<file path="config.mk">
export PLATFORM = sky130hd
export DESIGN_NAME = fp_result_stage
export DESIGN_NICKNAME = d
export VERILOG_FILES = /design/src/rtl/fp_result_stage.sv
export SDC_FILE = /design/constraint.sdc
export NUM_CORES = 1
export LEC_CHECK = 0
export ABC_AREA = 1
export ABC_CLOCK_PERIOD_IN_PS = 2000
export CAP_MARGIN = 20
export CORE_UTILIZATION = 49
export DETAILED_ROUTE_END_ITERATION = 10
export PLACE_DENSITY = 0.79
export SYNTH_ARGS = -nofsm -noshare
export SYNTH_HDL_FRONTEND = slang
export SYNTH_SLANG_ARGS = --single-unit
</file>
<file path="constraint.sdc">
create_clock -name clk -period 2 [get_ports clk]
set_input_delay 0.4 -clock clk [delete_from_list [all_inputs] [get_ports clk]]
set_output_delay 0.4 -clock clk [all_outputs]
set_load 0.05 [all_outputs]
</file>
<file path="src/rtl/fp_result_stage.sv">
// fp_result_stage
//   Registered output stage behind the combinational fp_add / fp_sub datapath.
//   Each accepted result word is stored with a 3-bit encoded class in a
//   2-entry skid buffer (main + skid register), so the stage takes one result
//   per clock while cutting every combinational path to the consumer.
//   Also keeps sticky exception flags and a count of accepted results.
//
//   Handshake: a transfer happens on a rising edge where valid and ready are
//   both high (accept = in_valid & in_ready, deliver = out_valid & out_ready).
//   in_ready and out_valid are registers that depend on buffer state only.
//
// Ports
//   clk, rst_n            clock, asynchronous active-low reset
//   in_valid/in_ready     upstream handshake
//   in_result             result word from fp_add / fp_sub
//   in_snan..in_normal    one-hot classification flags of in_result
//   out_valid/out_ready   downstream handshake
//   out_result/out_class  registered word and class (0 zero, 1 subnormal,
//                         2 normal, 3 inf, 4 qNaN, 5 sNaN, 7 malformed)
//   sticky_clr            synchronous clear of sticky_flags
//   sticky_flags          {malformed, subnormal, inf, qNaN, sNaN}
//   result_count          accepted-result counter, wraps
//   dbg_state             buffer state (0 EMPTY, 1 ONE, 2 TWO)
module fp_result_stage #(
  parameter int PRECISION = 16,
  parameter int CNT_W     = 16
) (
  input  logic                 clk,
  input  logic                 rst_n,
  input  logic                 in_valid,
  output logic                 in_ready,
  input  logic [PRECISION-1:0] in_result,
  input  logic                 in_snan,
  input  logic                 in_qnan,
  input  logic                 in_inf,
  input  logic                 in_zero,
  input  logic                 in_subnormal,
  input  logic                 in_normal,
  output logic                 out_valid,
  input  logic                 out_ready,
  output logic [PRECISION-1:0] out_result,
  output logic [2:0]           out_class,
  input  logic                 sticky_clr,
  output logic [4:0]           sticky_flags,
  output logic [CNT_W-1:0]     result_count,
  output logic [1:0]           dbg_state
);

  localparam int PW = PRECISION + 3;

  typedef enum logic [1:0] {
    EMPTY = 2'd0,
    ONE   = 2'd1,
    TWO   = 2'd2
  } state_e;

  state_e           state_q;
  logic [PW-1:0]    main_q;
  logic [PW-1:0]    skid_q;
  logic             in_ready_q;
  logic             out_valid_q;
  logic [4:0]       sticky_q;
  logic [CNT_W-1:0] count_q;

  logic [2:0]    in_class;
  logic          malformed;
  logic          accept;
  logic          deliver;
  logic [PW-1:0] payload;
  logic [4:0]    sticky_new;

  // Exactly one flag set selects its code; anything else is malformed.
  always_comb begin
    in_class = 3'd7;
    case ({in_snan, in_qnan, in_inf, in_zero, in_subnormal, in_normal})
      6'b100000: in_class = 3'd5;
      6'b010000: in_class = 3'd4;
      6'b001000: in_class = 3'd3;
      6'b000100: in_class = 3'd0;
      6'b000010: in_class = 3'd1;
      6'b000001: in_class = 3'd2;
      default:   in_class = 3'd7;
    endcase
  end

  assign malformed  = (in_class == 3'd7);
  assign accept     = in_valid & in_ready_q;
  assign deliver    = out_valid_q & out_ready;
  assign payload    = {in_result, in_class};
  assign sticky_new = {malformed, in_subnormal, in_inf, in_qnan, in_snan};

  always_ff @(posedge clk or negedge rst_n) begin
    if (!rst_n) begin
      state_q     <= EMPTY;
      main_q      <= '0;
      skid_q      <= '0;
      in_ready_q  <= 1'b1;
      out_valid_q <= 1'b0;
      sticky_q    <= '0;
      count_q     <= '0;
    end else begin
      if (accept) count_q <= count_q + 1'b1;

      // New flags win over a simultaneous clear.
      if (accept)          sticky_q <= (sticky_clr ? 5'd0 : sticky_q) | sticky_new;
      else if (sticky_clr) sticky_q <= 5'd0;

      case (state_q)
        EMPTY: begin
          if (accept) begin
            main_q      <= payload;
            state_q     <= ONE;
            out_valid_q <= 1'b1;
          end
        end
        ONE: begin
          if (accept && deliver) begin
            main_q <= payload;
          end else if (accept) begin
            skid_q     <= payload;
            state_q    <= TWO;
            in_ready_q <= 1'b0;
          end else if (deliver) begin
            state_q     <= EMPTY;
            out_valid_q <= 1'b0;
          end
        end
        TWO: begin
          // in_ready is low here, so no accept can collide with the move.
          if (deliver) begin
            main_q     <= skid_q;
            state_q    <= ONE;
            in_ready_q <= 1'b1;
          end
        end
        default: begin
          state_q     <= EMPTY;
          in_ready_q  <= 1'b1;
          out_valid_q <= 1'b0;
        end
      endcase
    end
  end

  assign in_ready     = in_ready_q;
  assign out_valid    = out_valid_q;
  assign out_result   = main_q[PW-1:3];
  assign out_class    = main_q[2:0];
  assign sticky_flags = sticky_q;
  assign result_count = count_q;
  assign dbg_state    = state_q;

endmodule
</file>
=== After elaboration in Yosys (flattened, before gate mapping) ===
Index checks and enable logic that the tools add are counted.

* Register bits after elaboration: 63
* Latch bits: 0
* RAM bits: 0
* Memory bits (read-only): 0
* Bits of input ports: 27
* Logic and storage cells: 61
* Memories: 0

* $add $sub $neg: 1
* $mul: 0
* Div/mod/pow operators: 0
* Order comparisons: 0
* Equality and inequality tests: 17
* Shift operators: 0
* Muxes and demuxes: 22
* Bitwise operators: 6
* Reductions and logical operators: 8

{| class="wikitable"
|+ Operators by type and width
! operator !! count
|-
| 2-to-1 mux 19 bit || 3
|-
| one-hot mux 19 bit (3 select lines) || 1
|-
| one-hot mux 3 bit (6 select lines) || 1
|-
| adder 16 x 1 -> 16 bit (second input constant) || 1
|-
| inequality test 2 bit (second input constant) || 7
|-
| AND reduction 4 bit || 3
|-
| 2-to-1 mux 2 bit || 5
|-
| 2-to-1 mux 5 bit || 2
|-
| 2-to-1 mux 1 bit || 7
|-
| equality test 6 x 1 -> 1 bit (second input constant) || 1
|-
| equality test 6 x 2 -> 1 bit (second input constant) || 1
|-
| equality test 6 x 3 -> 1 bit (second input constant) || 1
|-
| equality test 6 x 4 -> 1 bit (second input constant) || 1
|-
| equality test 6 x 5 -> 1 bit (second input constant) || 1
|-
| equality test 6 bit (second input constant) || 1
|-
| one-hot mux 1 bit (3 select lines) || 2
|-
| one-hot mux 2 bit (3 select lines) || 1
|-
| bitwise OR 5 bit || 1
|-
| AND reduction 5 bit || 1
|-
| equality test 3 bit (second input constant) || 1
|-
| inequality test 3 bit (second input constant) || 1
|-
| NOT 1 bit || 3
|-
| AND reduction 3 bit || 1
|-
| nonzero test 3 bit || 1
|-
| 5 further kinds || 6
|}

=== Longest topological paths before layout ===
Gate-level depths: netlist (run 1).

* Depth after elaboration: 5
* Gate-level depth with buffers: 9
* Mapped depth without buffers: 9

=== Worst setup path before layout (run 1) ===
OpenSTA, ideal clock, no wires.

* Path type: reg-to-reg
* Start: register count_q[0] (netlist: result_count[0])
* End: register count_q[14] (netlist: result_count[14])
* Arrival: 1.624 ns
* Data required time: 1.859 ns
* Slack: 0.234 ns
* Cell stages (with the launch flop): 8
* Buffers on the path: 0
* Clock period less this slack: 1.766 ns
* Cell sequence: dfrtp_1 -> ha_1 -> inv_1 -> nor2_2 -> nand3_1 -> nor2_1 -> nand3_1 -> xnor2_1

* Longest elaborated chain between the ends: 1

{| class="wikitable"
|+ Ends and longest elaborated chain
! item !! RTL line !! source
|-
| start: declaration || 63 || <nowiki>logic [CNT_W-1:0] count_q;</nowiki>
|-
| start signal: assignment || 102 || <nowiki>if (accept) count_q <= count_q + 1'b1;</nowiki>
|-
| adder 16 x 1 -> 16 bit || 102 ||
|}

No other way between the ends.
A chain may end at the register's enable or synchronous reset.

=== Worst setup path after layout (run 1) ===
* Start: register count_q[12] (netlist: result_count[12])
* End: output port result_count[12]

{| class="wikitable"
|+ RTL lines
! item !! RTL line !! source
|-
| end: declaration || 45 || <nowiki>output logic [CNT_W-1:0] result_count,</nowiki>
|}

No word-level cell between the ends.

==> results.md, run 1 <==
* Status: finished clean
* Largest stage delay, worst path at 0.82 ns
* Number of synthesized register bits at 63
* CTS tree: built
* Crit path cell chain: clkdlybuf4s50_1
* Site Rows at 27
* Vias per cell at 4.974
* Final GP Congestion at 0.8168
* # DRC at 0
* Power Dens Cells at 1640 nW/um^2
* Via count at 2,522
* CTS resizes at 0
* Gr usage total at 0.2201
* # IOs at 71
* Cell area after layout at 3954 um^2
* Power, Total at 6.485 mW
* DP Worst Slack at 0.02104 ns
* CP delay by family, top: buffers and inverters
* Most common cell after layout, fill and taps aside: nand2_1
* Hold crit path type: in -> async
* Max Clock Freq at 0.5121 GHz
* Most frequent cells in the layout: nand2_1, dfrtp_1, clkdlybuf4s50_1, nor2_1, inv_1
* Clock sink count at 63
* Worst hold slack at 0.02597 ns
* Initial Util at 0.5183
* Antenna violations before repair at 0
* Final worst slack at 0.04711 ns
* Leak at 2.021 nW
* Period minus WS final at 1.953 ns
* Initial DRC count at 146
* Cell variety after synth at 29
* N_diodes at 0
* YS warnings at 0
* Syn Nets at 378
* Worst path bufs/invs at 1
* Final setup vio count at 0
* Pre-antenna DRT Iters at 4
* CP max-delay cell: clkdlybuf4s50_1
* CP Class: reg -> out
* Vias in the first global route at 2,366
* Postcts setup bufs at 0
* Die Footprint at 6243 um^2
* Setup TNS at 0 ns
* Synth area leaders: dfrtp_1, nand2_1, nor2_1, inv_1, a31oi_1
* R2R setup slack at 0.21 ns
* R2r endpoint: main_q[2]
* Average wire per standard cell at 12.41 um
* Maximum resistive drop on vdd at 0.0007897 V
* Share of cells above drive strength 1 at 0.1011
* Layout net count at 458
* Placed insts at 491
* Fin cells at 507
* Final Hold Fails at 0
* Clock latency on the worst-skew pair at 0.34 ns
* Cells on worst reg2reg path at 4
* Slew Limit Headroom at 0.6492
* Total grt overflow at 0
* Dominant cell type by area after synthesis: dfrtp_1
* First-pass GRT wire length at 10.50 mm
* CTS Root Cell: clkbuf_8
* Largest net degree at the start of global routing at 34
* Core area at 5608 um^2
* Final Core Density at 0.7050
* Area grow syn2layout at 36.03%
* Max Cap Violations at 0
* DRT antenna net count at 0
* Sequential fraction of the synthesis area at 0.5428
* Top-area cell type share of the netlist area at 0.5338
* Clock transition at the registers of the reported paths at 0.07 ns
* Final worst path period share at 0.9764
* Worst Skew at 0.006865 ns
* Critical Path Fanout Max at 4
* Maximum clock insertion buffer count at 2
* Die Wd at 79.02 um
* Crit. End Element: output pin
* Area after DPL at 3710 um^2
* CTS Buf Count at 9
* Detailed Route WL at 6.294 mm
* RSZ-0062 raised after global routing: false
* Cells after synthesis at 350
* Die height at 79.02 um
* Synthesized area at 2907 um^2
* H-tree levels at 3
* HPWL Detailed at 4.433 mm
* PortBufs at 70
* Crit path DAT at 1.55 ns
* Setup crit start kind: flip-flop
* Slew Limit Fails at 0
* Syn_area_per_cell at 8.304 um^2
* Fillers at 460
* FF-to-FF Start: dbg_state[1]
* CP Data Required Time at 1.60 ns
* Slew @ Worst Pin at 0.5229 ns
* Hold-fix buffers, CTS at 0
registers in the layout, indices dropped and copies added, names as in the netlist:
name / cells
skid_q: 19
result_count: 16
main_q: 19
dbg_state: 2
out_valid: 1
in_ready: 1
sticky_flags: 5
kinds of logic after synthesis:
group	Yosys count	share of synthesized area
AOI/OAI and AO/OA	37	0.08093
xor gates and xnor gates	11	0.03315
adders and majority gates	1	0.004304
buffers and inverters	46	0.06974
DFF	63	0.5428
and+or+nand+nor	192	0.2690
final cells by class:
cell class / instances / area, um^2 / area share
flip-flops and latches: 63 / 1578 / 0.3991
multi-input cells: 241 / 1126 / 0.2848
clock inverters: 3 / 65.06 / 0.01646
well taps: 72 / 90.09 / 0.02278
repair buffers: 79 / 795.8 / 0.2013
clock buffers: 13 / 158.9 / 0.04019
inverters: 36 / 140.1 / 0.03544
worst max path at each step:
stage | startpoint | to | slack, ns | cells after the start
after floorplan | result_count[0] | result_count[14] | 0.23 | 7
after global placement | in_valid | main_q[15] | 0.07 | 8
after detailed placement | in_valid | main_q[8] | 0.02 | 8
after CTS | result_count[0] | result_count[0] | 0.008 | 1
after global routing | result_count[1] | result_count[1] | 0.007 | 1
final | result_count[12] | result_count[12] | 0.05 | 1
Yosys cell counts, drive strengths merged:
library cell	instances
nand2	129
clkbuf	2
dfstp	1
clkinv	2
buf	8
a21oi	6
nor2	39
xor2	7
inv	34
xnor2	4
ha	1
nand3	15
a31oi	16
nor3	4
dfrtp	62
or2	1
nand4	4
o21ai	9
o22ai	6
metal layers:
metal / track usage / vias up / wire length [um]
li1: - / 1269 / -
met1: 0.2793 / 1182 / 2816
met2: 0.3664 / 57 / 3122
met3: 0.03218 / 14 / 209
met4: 0.1109 / 0 / 146
met5: 0 / - / 0
worst register-to-register path, stage by stage (launching register included):
cell	delay (ns)
dfrtp_1	0.45
nand2_1	0.29
clkinv_1	0.52
a21oi_1	0.34
a21oi_2	0.07
where the power goes:
| group | internal [mW] | switching, mW |
|---|---|---|
| clock | 0.769 | 0.471 |
| combinational | 1.02 | 2.10 |
| sequential | 1.79 | 0.328 |
| total | 3.59 | 2.90 |
(Power assumes the default switching activity.)
==> inputs of run 2 (changes only) <==
CORE_UTILIZATION = 55   (was 49)
CTS_CLUSTER_DIAMETER = 150   (was unset)
DONT_BUFFER_PORTS = 1   (was unset)
PLACE_DENSITY = 0.7   (was 0.79)
==> results.md, run 2 (same netlist as run 1, synthesis figures left out) <==
* Gr usage total at 0.2390 (+0.01889)
* Site Rows at 26 (-3.7%)
* CTS Root Cell: clkbuf_8
* Pre-antenna DRT Iters at 4 (unchanged)
* Layout net count at 404 (-12%)
* Largest net degree at the start of global routing at 64 (+88%)
* CTS resizes at 0 (unchanged)
* H-tree levels at 3 (unchanged)
* Vias per cell at 5.049 (+1.5%)
* Detailed Route WL at 6.063 mm (-3.7%)
* Most used cell, CP: nand2_2
* Critical Path Source: in_ready
* Power Dens Cells at 1755 nW/um^2 (+7.0%)
* Gate power share at 0.325 (-0.157)
* Slew Limit Fails at 0 (unchanged)
* Initial Util at 0.5691 (+0.05079)
* Cells on worst reg2reg path at 7 (+3)
* Sw Share at 0.4838 (+0.03663)
* CTS tree: built
* RSZ-0062 raised after global routing: false
* HPWL Detailed at 4.132 mm (-6.8%)
* Crit path cell chain: nand2_2 -> or2_4 -> nand2_2 -> nand2_4 -> clkinv_4 -> nor2_1 -> a31oi_1
* Worst hold slack at 0.1681 ns (+0.1422 ns)
* Average wire per standard cell at 13.47 um (+8.5%)
* Max Cap Violations at 0 (unchanged)
* Psw at 2.835 mW (-2.2%)
* Maximum clock insertion buffer count at 2 (unchanged)
* Critical Path Fanout Max at 33 (+29)
* Most common cell after layout, fill and taps aside: nand2_1
* Slew @ Worst Pin at 0.5803 ns (+0.05744 ns)
* Leak at 1.697 nW (-16%)
* Hold crit path type: in -> reg
* Total grt overflow at 0 (unchanged)
* Placed insts at 433 (-12%)
* CP max-delay cell: dfstp_2
* Seq pwr share at 0.487 (+0.160)
* Share of cells above drive strength 1 at 0.1395 (+0.03832)
* Clock Power Share at 0.188 (-0.003)
* Antenna violations before repair at 0 (unchanged)
* Clock sink count at 63 (unchanged)
* CP Class: reg -> reg
* CP Data Required Time at 2.25 ns (+0.65 ns)
* Period minus WS final at 1.742 ns (-0.2107 ns)
* Die height at 74.70 um (-5.5%)
* Die Footprint at 5579 um^2 (-11%)
* CTS Buf Count at 9 (unchanged)
* R2r endpoint: main_q[6]
* # DRC at 0 (unchanged)
* Status: finished clean
* Die Wd at 74.70 um (-5.5%)
* Final Hold Fails at 0 (unchanged)
* Final GP Congestion at 0.7502 (-8.2%)
* DRT antenna net count at 0 (unchanged)
* Worst setup endpoint: main_q[6]
* Max Clock Freq at 0.5740 GHz (+12%)
* Vias in the first global route at 2,188 (-7.5%)
* Clock transition at the registers of the reported paths at 0.07 ns (about the same)
* Clock latency on the worst-skew pair at 0.33 ns (about the same)
* Worst Skew at 0.007051 ns (+0.0001856 ns)
* # IOs at 71 (unchanged)
* Internal power at 3.025 mW (-16%)
* Largest stage delay, worst path at 0.54 ns (-0.28 ns)
* Area grow syn2layout at 14.89%
* Setup TNS at 0 ns (unchanged)
* Final setup vio count at 0 (unchanged)
* R2R setup slack at 0.26 ns (+0.05 ns)
* Core area at 5107 um^2 (-8.9%)
* FF-to-FF Start: in_ready
* Setup crit start kind: flip-flop
* First-pass GRT wire length at 9.811 mm (-6.6%)
* N_diodes at 0 (unchanged)
* Most frequent cells in the layout: nand2_1, dfrtp_1, nor2_1, inv_1, buf_4
* Final worst path period share at 0.8711 (-0.1054)
* Crit. End Element: flip-flop
* Maximum resistive drop on vdd at 0.0009536 V (+21%)
* Crit path DAT at 1.99 ns (+0.44 ns)
* Via count at 2,272 (-9.9%)
* PortBufs at 0 (-100%)
* Fin cells at 450 (-11%)
* Slew Limit Headroom at 0.6107 (-0.03853)
* Initial DRC count at 147 (+0.68%)
[run 2: cell count changes in the layout (fill, tap and decap cells not counted), moves of 2 or more]
cell             delta
buf_12              -2
buf_4              +11
clkdlybuf4s50_1    -56
dlymetal6s2s_1      -8
[run 2: per-layer routing]
metal,wire [um],up-vias,track usage,part of all wire
met3,308,8,0.07497,0.051
met5,0,-,0,0
met1,2707,1055,0.2939,0.45
met4,82,0,0.1069,0.014
met2,2964,58,0.3884,0.49
li1,-,1151,-,-
[run 2: repair_timing]
action / 4_1_cts / 5_1_grt
setup endpoints to repair: 0 / 0
buffers inserted: 0 / 0
hold buffers: 2 / 0
hold endpoints to repair: 63 / 0
[run 2: critical path: cells and delay by family (launching register included)]
kind	cells	cell delay (ns)
buffers and inverters	1	0.21
flip-flops	1	0.54
AND/OR/NAND/NOR	5	0.72
AO/OA/AOI/OAI	1	0.18
[run 2: how the worst min path moves through the flow]
stage / from / endpoint / slack, ns / cells after the start
after floorplan: rst_n / dbg_state[0] / 0.10 / 0
after global placement: rst_n / result_count[6] / 0.11 / 0
after detailed placement: rst_n / result_count[6] / 0.11 / 0
after CTS: sticky_clr / sticky_flags[2] / 0.15 / 1
after global routing: sticky_clr / sticky_flags[2] / 0.14 / 1
final: sticky_clr / sticky_flags[2] / 0.17 / 1
[run 2: power by group through the flow]
stage                     Clock, mW  Sequential [mW]  Combinational, mW
after global placement            0             2.86               1.84
final                          1.10             2.86               1.90
after floorplan                   0             3.19               1.13
after CTS                      1.13             2.86               1.92
after detailed placement          0             2.89               1.88
after global routing           1.20             2.93               2.14
[run 2: per-stage QoR]
stage                     total power [mW]    util  cell area, um^2  worst slack, ns
after floorplan                      4.321       -             2907           0.2344
after global placement               4.698  0.6078             3104           0.3141
after detailed placement             4.771  0.6078             3104           0.2333
after CTS                            5.915  0.6538             3339           0.2300
after global routing                 6.269  0.6538             3339          0.08755
final                                5.861  0.6538             3339           0.2578
[run 2: cell type report]
class,count,area (um^2)
Inverter,36,140.1
Clock buffer,12,155.1
Sequential cell,63,1578
Tap cell,70,87.58
Clock inverter,3,42.54
Multi-Input combinational cell,241,1126
Fill cell,442,1768
Timing Repair Buffer,25,210.2
==> inputs of run 3 (changes only) <==
CORE_UTILIZATION = 30   (was 55)
PLACE_DENSITY = unset   (was 0.7)
==> results.md, run 3 (same netlist as run 1, synthesis figures left out) <==
* Status: finished clean
* CP Class: reg -> reg
* Worst Skew at 0.01176 ns (+0.004704 ns)
* Cell area after layout at 3440 um^2 (+3.0%)
* Final Hold Fails at 0 (unchanged)
* Fillers at 954 (+120%)
* Clock sink count at 63 (unchanged)
* Most common cell after layout, fill and taps aside: nand2_1
* Initial Util at 0.3116 (-0.2575)
* Final GP Congestion at 0.7909 (+5.4%)
* Share of cells above drive strength 1 at 0.1462 (+0.006740)
* Average wire per standard cell at 13.07 um (-3.0%)
* Area after DPL at 3193 um^2 (+2.9%)
* Max Clock Freq at 0.6085 GHz (+6.0%)
* Layout net count at 406 (+0.50%)
* Total grt overflow at 0 (unchanged)
* Period minus WS final at 1.643 ns (-0.09873 ns)
* Critical Path Source: result_count[1]
* Crit path DAT at 1.87 ns (-0.12 ns)
* CTS resizes at 0 (unchanged)
* CTS Root Cell: clkbuf_8
* Leak at 1.708 nW (+0.61%)
* Final worst path period share at 0.8217 (-0.04936)
* Most frequent cells in the layout: nand2_1, dfrtp_1, nor2_1, inv_1, buf_4
* Largest net degree at the start of global routing at 64 (unchanged)
* # IOs at 71 (unchanged)
* Initial DRC count at 99 (-33%)
* Max Cap Violations at 0 (unchanged)
* Slew @ Worst Pin at 0.5416 ns (-0.03878 ns)
* Site Rows at 35 (+35%)
* Via count at 2,267 (-0.22%)
* Clock latency on the worst-skew pair at 0.34 ns (about the same)
* Area occupied by multi-input gates at 1126 um^2 (unchanged)
* RSZ-0062 raised after global routing: false
* HPWL Detailed at 4.749 mm (+15%)
* Core area at 9328 um^2 (+83%)
* Clock transition at the registers of the reported paths at 0.07 ns (about the same)
* Crit. End Element: flip-flop
* Vias in the first global route at 2,224 (+1.6%)
* Die Footprint at 10,090 um^2 (+81%)
* Pre-antenna DRT Iters at 4 (unchanged)
* H-tree levels at 3 (unchanged)
* Postcts setup bufs at 0 (unchanged)
* CP Data Required Time at 2.22 ns (-0.03 ns)
* Power Dens Cells at 1722 nW/um^2 (-1.9%)
* Detailed Route WL at 6.692 mm (+10%)
* Gr usage total at 0.1452 (-0.09382)
* Maximum clock insertion buffer count at 2 (unchanged)
* # DRC at 0 (unchanged)
* Final setup vio count at 0 (unchanged)
* Die Wd at 100.4 um (+34%)
* Setup crit start kind: flip-flop
* PortBufs at 0 (unchanged)
* Slew Limit Headroom at 0.6390 (+0.02825)
* Reg area at 1578 um^2 (unchanged)
* FF-to-FF Start: result_count[1]
* Die height at 100.4 um (+34%)
* First-pass GRT wire length at 11.03 mm (+12%)
* Vias per cell at 4.428 (-12%)
* Setup TNS at 0 ns (unchanged)
* Hold crit path type: in -> reg
* CTS Buf Count at 9 (unchanged)
* Area grow syn2layout at 18.34%
* DRT antenna net count at 0 (unchanged)
* Maximum resistive drop on vdd at 0.0004608 V (-52%)
* N_diodes at 0 (unchanged)
* Hold Startpoint: sticky_clr
* Critical Path Fanout Max at 4 (-88%)
* Antenna violations before repair at 0 (unchanged)
* Slew Limit Fails at 0 (unchanged)
* CTS tree: built
## run 3: cell types whose count changed in the layout (fill, tap and decap cells not counted), sizes merged
cell	before	now
buf	24	26
clkinvlp	1	2
## run 3: worst max-delay path, cell delays in order, from the launching register on
cell,delay [ns]
dfrtp_1,0.37
buf_4,0.21
nand3_1,0.13
nor3_2,0.25
nand3_1,0.16
nor2_1,0.22
nand2_1,0.08
nand2_1,0.06
nand2_1,0.05
## run 3: path summary, 6_finish.rpt
| check | endpoint | slack, ns | depth (start not counted) |
|---|---|---|---|
| max | result_count[13] | 0.36 | 8 |
| min | sticky_flags[1] | 0.16 | 1 |
| max reg2reg | result_count[13] | 0.36 | 8 |
| min reg2reg | skid_q[9] | 0.47 | 2 |
| max in group asynchronous | in_ready | 1.08 | 2 |
| min in group asynchronous | result_count[1] | 0.60 | 2 |
## run 3: area by class of cell
class	count	area share
inverters	36	0.04074
clock buffers	12	0.04511
flip-flops and latches	63	0.4587
multi-input cells	241	0.3274
repair buffers	27	0.06548
well taps	129	0.04693
clock inverters	4	0.01564
## run 3: per-stage QoR
step | cells | hold slack [ns] | power [mW] | setup WS, ns | utilization
6_report | 512 | 0.1556 | 5.922 | 0.3566 | 0.3687
5_1_grt | 512 | 0.1371 | 6.331 | 0.2247 | 0.3687
4_1_cts | 512 | 0.1390 | 6.006 | 0.3770 | 0.3687
3_5_place_dp | 494 | 0.1061 | 4.807 | 0.3891 | 0.3423
3_3_place_gp | 494 | 0.1059 | 4.763 | 0.4240 | 0.3423
2_1_floorplan | 350 | 0.1044 | 4.321 | 0.2344 | -
## run 3: repair_timing
item	CTS	global route
endpoints found under the setup margin	0	0
endpoints found under the hold margin	63	0
hold buffers	2	0
## run 3: report_power, final
| part | switching [mW] | leakage (nW) | internal, mW | total [mW] |
|---|---|---|---|---|
| Sequential | 1.08 | 0.765 | 1.77 | 2.86 |
| Clock | 0.498 | 0.0988 | 0.646 | 1.14 |
| Combinational | 1.29 | 0.844 | 0.628 | 1.92 |
## run 3: metal layers
metal / global-route usage / up-vias / wire [um]
met5: 0 / - / 0
met2: 0.2229 / 53 / 3025
met3: 0.05432 / 15 / 472
met4: 0.09030 / 0 / 188
li1: - / 1160 / -
met1: 0.1720 / 1039 / 3005
